`src/rtl/shift_reg_pkg.sv`:
```
// Shared types and helpers for the shift_reg_piso / shift_reg_sipo pair.
package shift_reg_pkg;

  typedef enum logic {IDLE, SHIFT} state_t;

  localparam bit DIR_LSB_FIRST = 1'b1;
  localparam bit DIR_MSB_FIRST = 1'b0;

  // Frame length in bits: data word plus an optional trailing parity bit.
  function automatic int frame_len(input int size, input bit parity_en);
    return size + (parity_en ? 1 : 0);
  endfunction

endpackage

```
`src/rtl/shift_reg_piso_if.sv`:
```
// Load handshake and serial output bundle for shift_reg_piso.
interface shift_reg_piso_if #(parameter int size = 8);
  logic            load_valid;
  logic            load_ready;
  logic [size-1:0] datain;
  logic            dataout;
  logic            dout_valid;
  logic            done;

  modport master (output load_valid, datain,
                  input  load_ready, dataout, dout_valid, done);
  modport slave  (input  load_valid, datain,
                  output load_ready, dataout, dout_valid, done);
endinterface

```
`src/rtl/shift_reg_bitcnt.sv`:
```
// Up-counter with synchronous clear, enable and terminal-count flag.
module shift_reg_bitcnt #(
  parameter int WIDTH = 4,
  parameter int TC    = 7
) (
  input  logic             clk,
  input  logic             reset,
  input  logic             i_clr,
  input  logic             i_en,
  output logic [WIDTH-1:0] o_cnt,
  output logic             o_tc
);
  logic [WIDTH-1:0] r_cnt;

  always_ff @(posedge clk) begin
    if (reset || i_clr) r_cnt <= '0;
    else if (i_en)      r_cnt <= r_cnt + 1'b1;
  end

  assign o_cnt = r_cnt;
  assign o_tc  = (r_cnt == WIDTH'(TC));
endmodule

```
`src/rtl/shift_reg_piso.sv`:
```
// Parallel-in serial-out shifter with valid/ready load and back-to-back frames.
// Define SHIFT_REG_PISO_PARITY_EN to append an even-parity bit to every frame.
module shift_reg_piso
  import shift_reg_pkg::*;
#(
  parameter int size      = 8,
  parameter bit lsb_first = DIR_LSB_FIRST
) (
  input  logic clk,
  input  logic reset,
  shift_reg_piso_if.slave bus
);
`ifdef SHIFT_REG_PISO_PARITY_EN
  localparam bit PAR_EN = 1'b1;
`else
  localparam bit PAR_EN = 1'b0;
`endif
  localparam int FL = frame_len(size, PAR_EN);
  localparam int CW = $clog2(FL + 1);

  state_t          r_state;
  logic [size-1:0] r_sreg;
  logic            r_dout, r_dvalid, r_done;
`ifdef SHIFT_REG_PISO_PARITY_EN
  logic            r_par;
`endif

  logic [CW-1:0]   w_cnt;
  logic            w_tc, w_ready, w_accept, w_next_bit;
  logic [size-1:0] w_load_shifted, w_sreg_shifted;

  // Counter tracks the index of the bit currently on dataout.
  shift_reg_bitcnt #(.WIDTH(CW), .TC(FL-1)) u_bitcnt (
    .clk   (clk),
    .reset (reset),
    .i_clr (w_accept),
    .i_en  ((r_state == SHIFT) && !w_tc),
    .o_cnt (w_cnt),
    .o_tc  (w_tc)
  );

  assign w_ready  = (r_state == IDLE) || w_tc;
  assign w_accept = bus.load_valid && w_ready;

  // The shift register always holds the bits not yet emitted, head first.
  assign w_load_shifted = (lsb_first == DIR_LSB_FIRST) ? (bus.datain >> 1) : (bus.datain << 1);
  assign w_sreg_shifted = (lsb_first == DIR_LSB_FIRST) ? (r_sreg >> 1) : (r_sreg << 1);

`ifdef SHIFT_REG_PISO_PARITY_EN
  assign w_next_bit = (w_cnt == CW'(size - 1)) ? r_par
                    : ((lsb_first == DIR_LSB_FIRST) ? r_sreg[0] : r_sreg[size-1]);
`else
  assign w_next_bit = (lsb_first == DIR_LSB_FIRST) ? r_sreg[0] : r_sreg[size-1];
`endif

  always_ff @(posedge clk) begin
    if (reset) begin
      r_state  <= IDLE;
      r_sreg   <= '0;
      r_dout   <= 1'b0;
      r_dvalid <= 1'b0;
      r_done   <= 1'b0;
`ifdef SHIFT_REG_PISO_PARITY_EN
      r_par    <= 1'b0;
`endif
    end else if (w_accept) begin
      r_state  <= SHIFT;
      r_sreg   <= w_load_shifted;
      r_dout   <= (lsb_first == DIR_LSB_FIRST) ? bus.datain[0] : bus.datain[size-1];
      r_dvalid <= 1'b1;
      r_done   <= 1'b0;
`ifdef SHIFT_REG_PISO_PARITY_EN
      r_par    <= ^bus.datain;
`endif
    end else if (r_state == SHIFT) begin
      if (w_tc) begin
        r_state  <= IDLE;
        r_dout   <= 1'b0;
        r_dvalid <= 1'b0;
        r_done   <= 1'b0;
      end else begin
        r_sreg <= w_sreg_shifted;
        r_dout <= w_next_bit;
        r_done <= (w_cnt == CW'(FL - 2));
      end
    end
  end

  assign bus.load_ready = w_ready;
  assign bus.dataout    = r_dout;
  assign bus.dout_valid = r_dvalid;
  assign bus.done       = r_done;
endmodule

```
`src/flat_wrapper.sv`:
```
// flat-port wrapper written by rule: the top's interface ports become plain ports
module shift_reg_piso_flat import shift_reg_pkg::*;
#(
  parameter int size      = 8,
  parameter bit lsb_first = DIR_LSB_FIRST
)
  (clk, reset, bus_load_valid, bus_datain, bus_load_ready, bus_dataout, bus_dout_valid, bus_done);
  shift_reg_piso_if #(.size(size)) bus_i ();
  input  logic clk;
  input  logic reset;
  input wire logic [$bits(bus_i.load_valid)-1:0] bus_load_valid;
  input wire logic [$bits(bus_i.datain)-1:0] bus_datain;
  output wire logic [$bits(bus_i.load_ready)-1:0] bus_load_ready;
  output wire logic [$bits(bus_i.dataout)-1:0] bus_dataout;
  output wire logic [$bits(bus_i.dout_valid)-1:0] bus_dout_valid;
  output wire logic [$bits(bus_i.done)-1:0] bus_done;
  assign bus_i.load_valid = bus_load_valid;
  assign bus_i.datain = bus_datain;
  assign bus_load_ready = bus_i.load_ready;
  assign bus_dataout = bus_i.dataout;
  assign bus_dout_valid = bus_i.dout_valid;
  assign bus_done = bus_i.done;
  shift_reg_piso #(.size(size), .lsb_first(lsb_first)) u_core (.clk(clk), .reset(reset), .bus(bus_i));
endmodule
```
`config.mk`:
```
export PLATFORM = sky130hd
export DESIGN_NAME = shift_reg_piso_flat
export DESIGN_NICKNAME = d
export VERILOG_FILES = /design/src/rtl/shift_reg_pkg.sv /design/src/rtl/shift_reg_piso_if.sv /design/src/rtl/shift_reg_bitcnt.sv /design/src/rtl/shift_reg_piso.sv /design/src/flat_wrapper.sv
export SDC_FILE = /design/constraint.sdc
export NUM_CORES = 1
export LEC_CHECK = 0
export CORE_MARGIN = 3
export CORE_UTILIZATION = 48
export DETAILED_ROUTE_END_ITERATION = 10
export PLACE_DENSITY_LB_ADDON = 0.08
export SLEW_MARGIN = 30
export SYNTH_ARGS = -nofsm -noshare
export SYNTH_HDL_FRONTEND = slang
export SYNTH_HIERARCHICAL = 1
export SYNTH_SLANG_ARGS = --single-unit
```
`constraint.sdc`:
```
create_clock -name clk -period 3.7 [get_ports clk]
set_input_delay 0.555 -clock clk [delete_from_list [all_inputs] [get_ports clk]]
set_output_delay 0.555 -clock clk [all_outputs]
set_load 0.005 [all_outputs]
```
=== Word level (Yosys, flattened, before mapping) ===
Cells that the tools add are included.

* Register bits after elaboration: 15

* Mux-type cells: 13
* $add $sub $neg: 1
* Bitwise logic cells: 1
* Equal/unequal tests: 3
* Reductions and logical operators: 10

{| class="wikitable"
|+ Operators by type and width
! operator !! number
|-
| $mux W7 || 3
|-
| $mux W1 || 10
|-
| $eq A4 B3 Y1 const B || 2
|-
| $add A4 B1 Y4 const B || 1
|-
| $reduce_and A2 Y1 || 2
|-
| $reduce_bool A2 Y1 || 2
|-
| $logic_and A1 B1 Y1 || 2
|-
| $logic_or A1 B1 Y1 || 2
|-
| $ne A2 B2 Y1 const B || 1
|-
| $reduce_or A2 Y1 || 1
|-
| $logic_not A1 Y1 || 1
|-
| $not A1 Y1 || 1
|}

=== Depth between registers and ports, before layout ===
* Word-level depth: 5
* Gate-level depth with buffers: 8

=== Modules after synthesis ===
The synthesis kept the hierarchy.

{| class="wikitable"
|+ By module, submodules not included
! module !! cells an instance !! instances !! seq. area each (um^2) !! area an instance (um^2)
|-
| shift_reg_piso || 51 || 1 || 220.2 || 510.5
|-
| shift_reg_bitcnt || 19 || 1 || 80.1 || 185.2
|}

=== Worst setup path after synthesis ===
Ideal clock, no wire load.

* Kind: flip-flop to output port
* Start point: register u_core.u_bitcnt.r_cnt[0], in the netlist u_core/u_bitcnt/o_cnt[0]
* End point: output port bus_load_ready
* Arrival: 1.112 ns
* Cell stages (with the launch flop): 7
* Required time: 3.145 ns
* Path buffers: 2
* Path slack: 2.033 ns
* Path through: dfxtp_1 > ha_1 > nand2_1 > nor2_1 > nand2b_1 > buf_6 > clkbuf_8

* Longest elaborated chain between the ends: 2

{| class="wikitable"
|+ RTL lines
! element !! RTL line !! text
|-
| start, declared || shift_reg_bitcnt.sv:13 || <nowiki>logic [WIDTH-1:0] r_cnt;</nowiki>
|-
| start signal, assigned || shift_reg_bitcnt.sv:17 || <nowiki>else if (i_en) r_cnt <= r_cnt + 1'b1;</nowiki>
|-
| $eq A4 B3 Y1 || shift_reg_bitcnt.sv:21 || <nowiki>assign o_tc = (r_cnt == WIDTH'(TC));</nowiki>
|-
| net u_core.w_tc || shift_reg_piso.sv:29 || <nowiki>logic w_tc, w_ready, w_accept, w_next_bit;</nowiki>
|-
| $logic_or A1 B1 Y1 || shift_reg_piso.sv:42 || <nowiki>assign w_ready = (r_state == IDLE) || w_tc;</nowiki>
|-
| end, declared || flat_wrapper.sv:13 || <nowiki>output wire logic [$bits(bus_i.load_ready)-1:0] bus_load_ready;</nowiki>
|}

The timed path passes the listed nets, and every way through them passes these cells.

=== Worst setup path in the final report ===
Same ends and word-level chain as after synthesis.

==> impl_results.md <==
* Outcome: finished, final reports clean
* Pre-antenna DRT Iters at 4
* Register area at 300.3 µm²
* Die Width at 44.07 µm
* DP HPWL at 872.1 µm
* Crit-path max FO at 16
* Leakage power at 0.0003472 µW
* Min-Delay Path Class: reg2reg
* Gpl congestion at 0.7086
* Wire per inst at 12.32 µm
* Relative slew slack at 59.76%
* Max VDD drop at 0.2122 mV
* R2R Path Start: u_core/u_bitcnt/o_cnt[0]
* Vias in the first global route at 480
* CP endpoint kind: output pin
* # Post-CTS Setup Buffers at 0
* Worst reg-to-reg setup slack at 1840 ps
* CP Launch Type: register
* Cts bufs inserted at 3
* Final Max Slew Viols at 0
* Drt drc at 0
* Mapped Cells at 70
* CTS tree: done
* Crit path time final at 2508 ps
* Xor/xnor cell area share of the yosys netlist at 1.259%
* Slew @ Worst Pin at 601.8 ps
* Worst stage delay on the critical path at 530 ps
* Tcrit/Tclk final at 67.79%
* Synth area leader: dfxtp_1
* CP startpoint: u_core/u_bitcnt/o_cnt[0]
* Distinct cells, synth at 24
* Gr usage total at 15.68%
* Post-Synth Adder-Cell Area at 1.799%
* First-pass GRT wire length at 2152 µm
* Worst-path clk slew at 80 ps
* 1st-iter DRT viols at 12
* Initial Util at 52.16%
* Nets at 98
* Fill count at 128
* Max Clk Rate at 398.7 MHz
* Commonest non-fill, non-tap cell in the layout: dfxtp_1
* Core area at 1334 µm²
* Clock root buffer: clkbuf_4
* CTS Sinks at 15
* RSZ-0062 raised after global routing: false
* Synth Area in Compound Gates at 12.95%
* Post-Route Setup TNS at 0 ps
* Top-area cell type share of the netlist area at 43.17%
* Most frequent cells in the layout: dfxtp_1 (15), clkdlybuf4s50_1 (14), nor2_1 (14)
* Final hold vios at 0
* H-tree depth at 1
* Synth Net Count at 82
* Worst Path Required at 3140 ps
* DRT antenna net count at 0
* Multi-input gate area at 347.8 µm²
* Rows at 13
* Clk_lat worst skew at 290 ps
* WS Path Type: reg2out
* Slowest cell on crit path: clkdlybuf4s50_1
* Full die area at 1942 µm²
* Final WL at 1232 µm
* Buffers added on ports at 14
* Pwr Density at 377.9 nW/µm²
* Largest family of logic cells by synthesized area: simple AND/OR/NAND/NOR gates
* Initial antenna violation count at 0
* Post-Place Setup Slack at 1511 ps
* Share of post-route cells with drive strength above 1 at 9.412%
* Post-Syn Area per Cell at 9.938 µm²
* Layout Skew at 5.293 ps
* Count of warnings emitted by yosys at 6
* Synth Area in Simple Gates at 17.99%
* Post_cts resized at 0
* Cell Area, Synth at 695.7 µm²
* Worst Reg-to-Reg Cells at 8
* Vias per cell at 5.370
* Final setup fails at 0
* Synthesized flop and latch total at 15
* Area grow syn2layout at 21.94%
* Worst R2R End: u_core/u_bitcnt/o_cnt[3]
* DP Area at 822.0 µm²
* Setup ws final at 1192 ps
* Longest Clk Path Bufs at 2
* Synth area leaders: dfxtp_1 (43%), mux2i_1 (14%), a211oi_1 (7.6%)
* CP arrival at 1950 ps
* Antenna diode count at 0
* CP cell instances: ha_1, nand2_1, nor2_1, nand2b_1, buf_4, clkdlybuf4s50_1
* Aggregate global routing overflow at 0
* Io pins at 15
* Max_cap viols at 0
* Via count at 537
* Mux cell area share after synthesis at 16.01%
* Final instance area at 848.3 µm²
* Post-CTS Hold Fix Bufs at 0
* Register area share after synthesis at 43.17%
* CP Capture Point: bus_load_ready
* Largest net degree at the start of global routing at 17
* Die Y at 44.07 µm
[stage by stage]
stage                     utilization (%)  total power, µW  instances  hold slack, ps
after global routing                63.60            338.6        100           516.3
after floorplan                         -            213.1         70           451.6
final                               63.60            320.6        100           480.8
after detailed placement            61.63            232.3         96           483.4
after CTS                           63.60            325.6        100           495.6
after global placement              61.63            230.9         96           478.4
[flip-flops by register name, summed over array words and instances, names as in the netlist]
name / count
u_core/r_state: 1
u_core/bus.dataout: 1
u_core/bus.done: 1
u_core/bus.dout_valid: 1
u_core/r_sreg: 7
u_core/u_bitcnt/o_cnt: 4
[final cells by class]
cell class	count	share of cell area [%]
Sequential cell	15	35.40
Timing Repair Buffer	15	17.40
Multi-Input combinational cell	49	41.00
Tap cell	15	2.212
Clock buffer	4	3.097
Inverter	2	0.8850
[critical path, delay by kind of cell, from the launching register on]
kind          cells  cell delay, ps
buf+inv           2             730
fa+ha+maj         1             210
flops             1             400
simple gates      3             320
[logic make-up after synthesis]
logic type,Yosys count
xor+xnor,1
compound gates,11
buf+inv,6
simple gates,25
flops,15
fa+ha+maj,1
mux,11
[worst min-delay path by stage]
stage	startpoint	endpoint	cells after the start	slack, ps
finish	u_core/r_state	u_core/bus.dout_valid	1	480
global route	u_core/r_state	u_core/bus.dout_valid	1	520
CTS	u_core/bus.dataout	u_core/bus.dataout	2	500
detailed placement	u_core/bus.dataout	u_core/bus.dataout	2	480
global placement	u_core/r_state	u_core/bus.dout_valid	1	480
floorplan	u_core/r_state	u_core/bus.dout_valid	1	450
[per-layer routing]
metal	GRT usage, %	vias up	wire length (µm)
li1	-	279	-
met1	20.76	241	608
met2	20.64	12	496
met3	6.098	5	92
met4	10.84	0	34
met5	0	-	0
[synth_stat cells]
cell	instances
a221oi_2	1
nor3b_1	1
buf_6	2
and2_4	1
dfxtp_1	15
ha_1	1
nor2_1	14
nor4bb_1	1
mux2_1	1
nand2b_1	2
a211oi_1	7
xnor2_1	1
a21bo_2	1
nand4_1	1
clkbuf_1	1
mux2i_1	10
a22oi_1	1
a21oi_1	1
inv_1	2
clkbuf_8	1
or2_2	1
nand2_1	1
nand3b_1	1
nor3_1	2
[power by group]
part           internal (µW)  switching, µW  leakage, µW  total [µW]
logic                   28.8           21.9     0.000209        50.6
registers                171           6.12     0.000123         177
clock network           41.9           50.6    0.0000150        92.5
total                    242           78.6     0.000347         321
No activity file was read; power rests on OpenSTA's default activity.
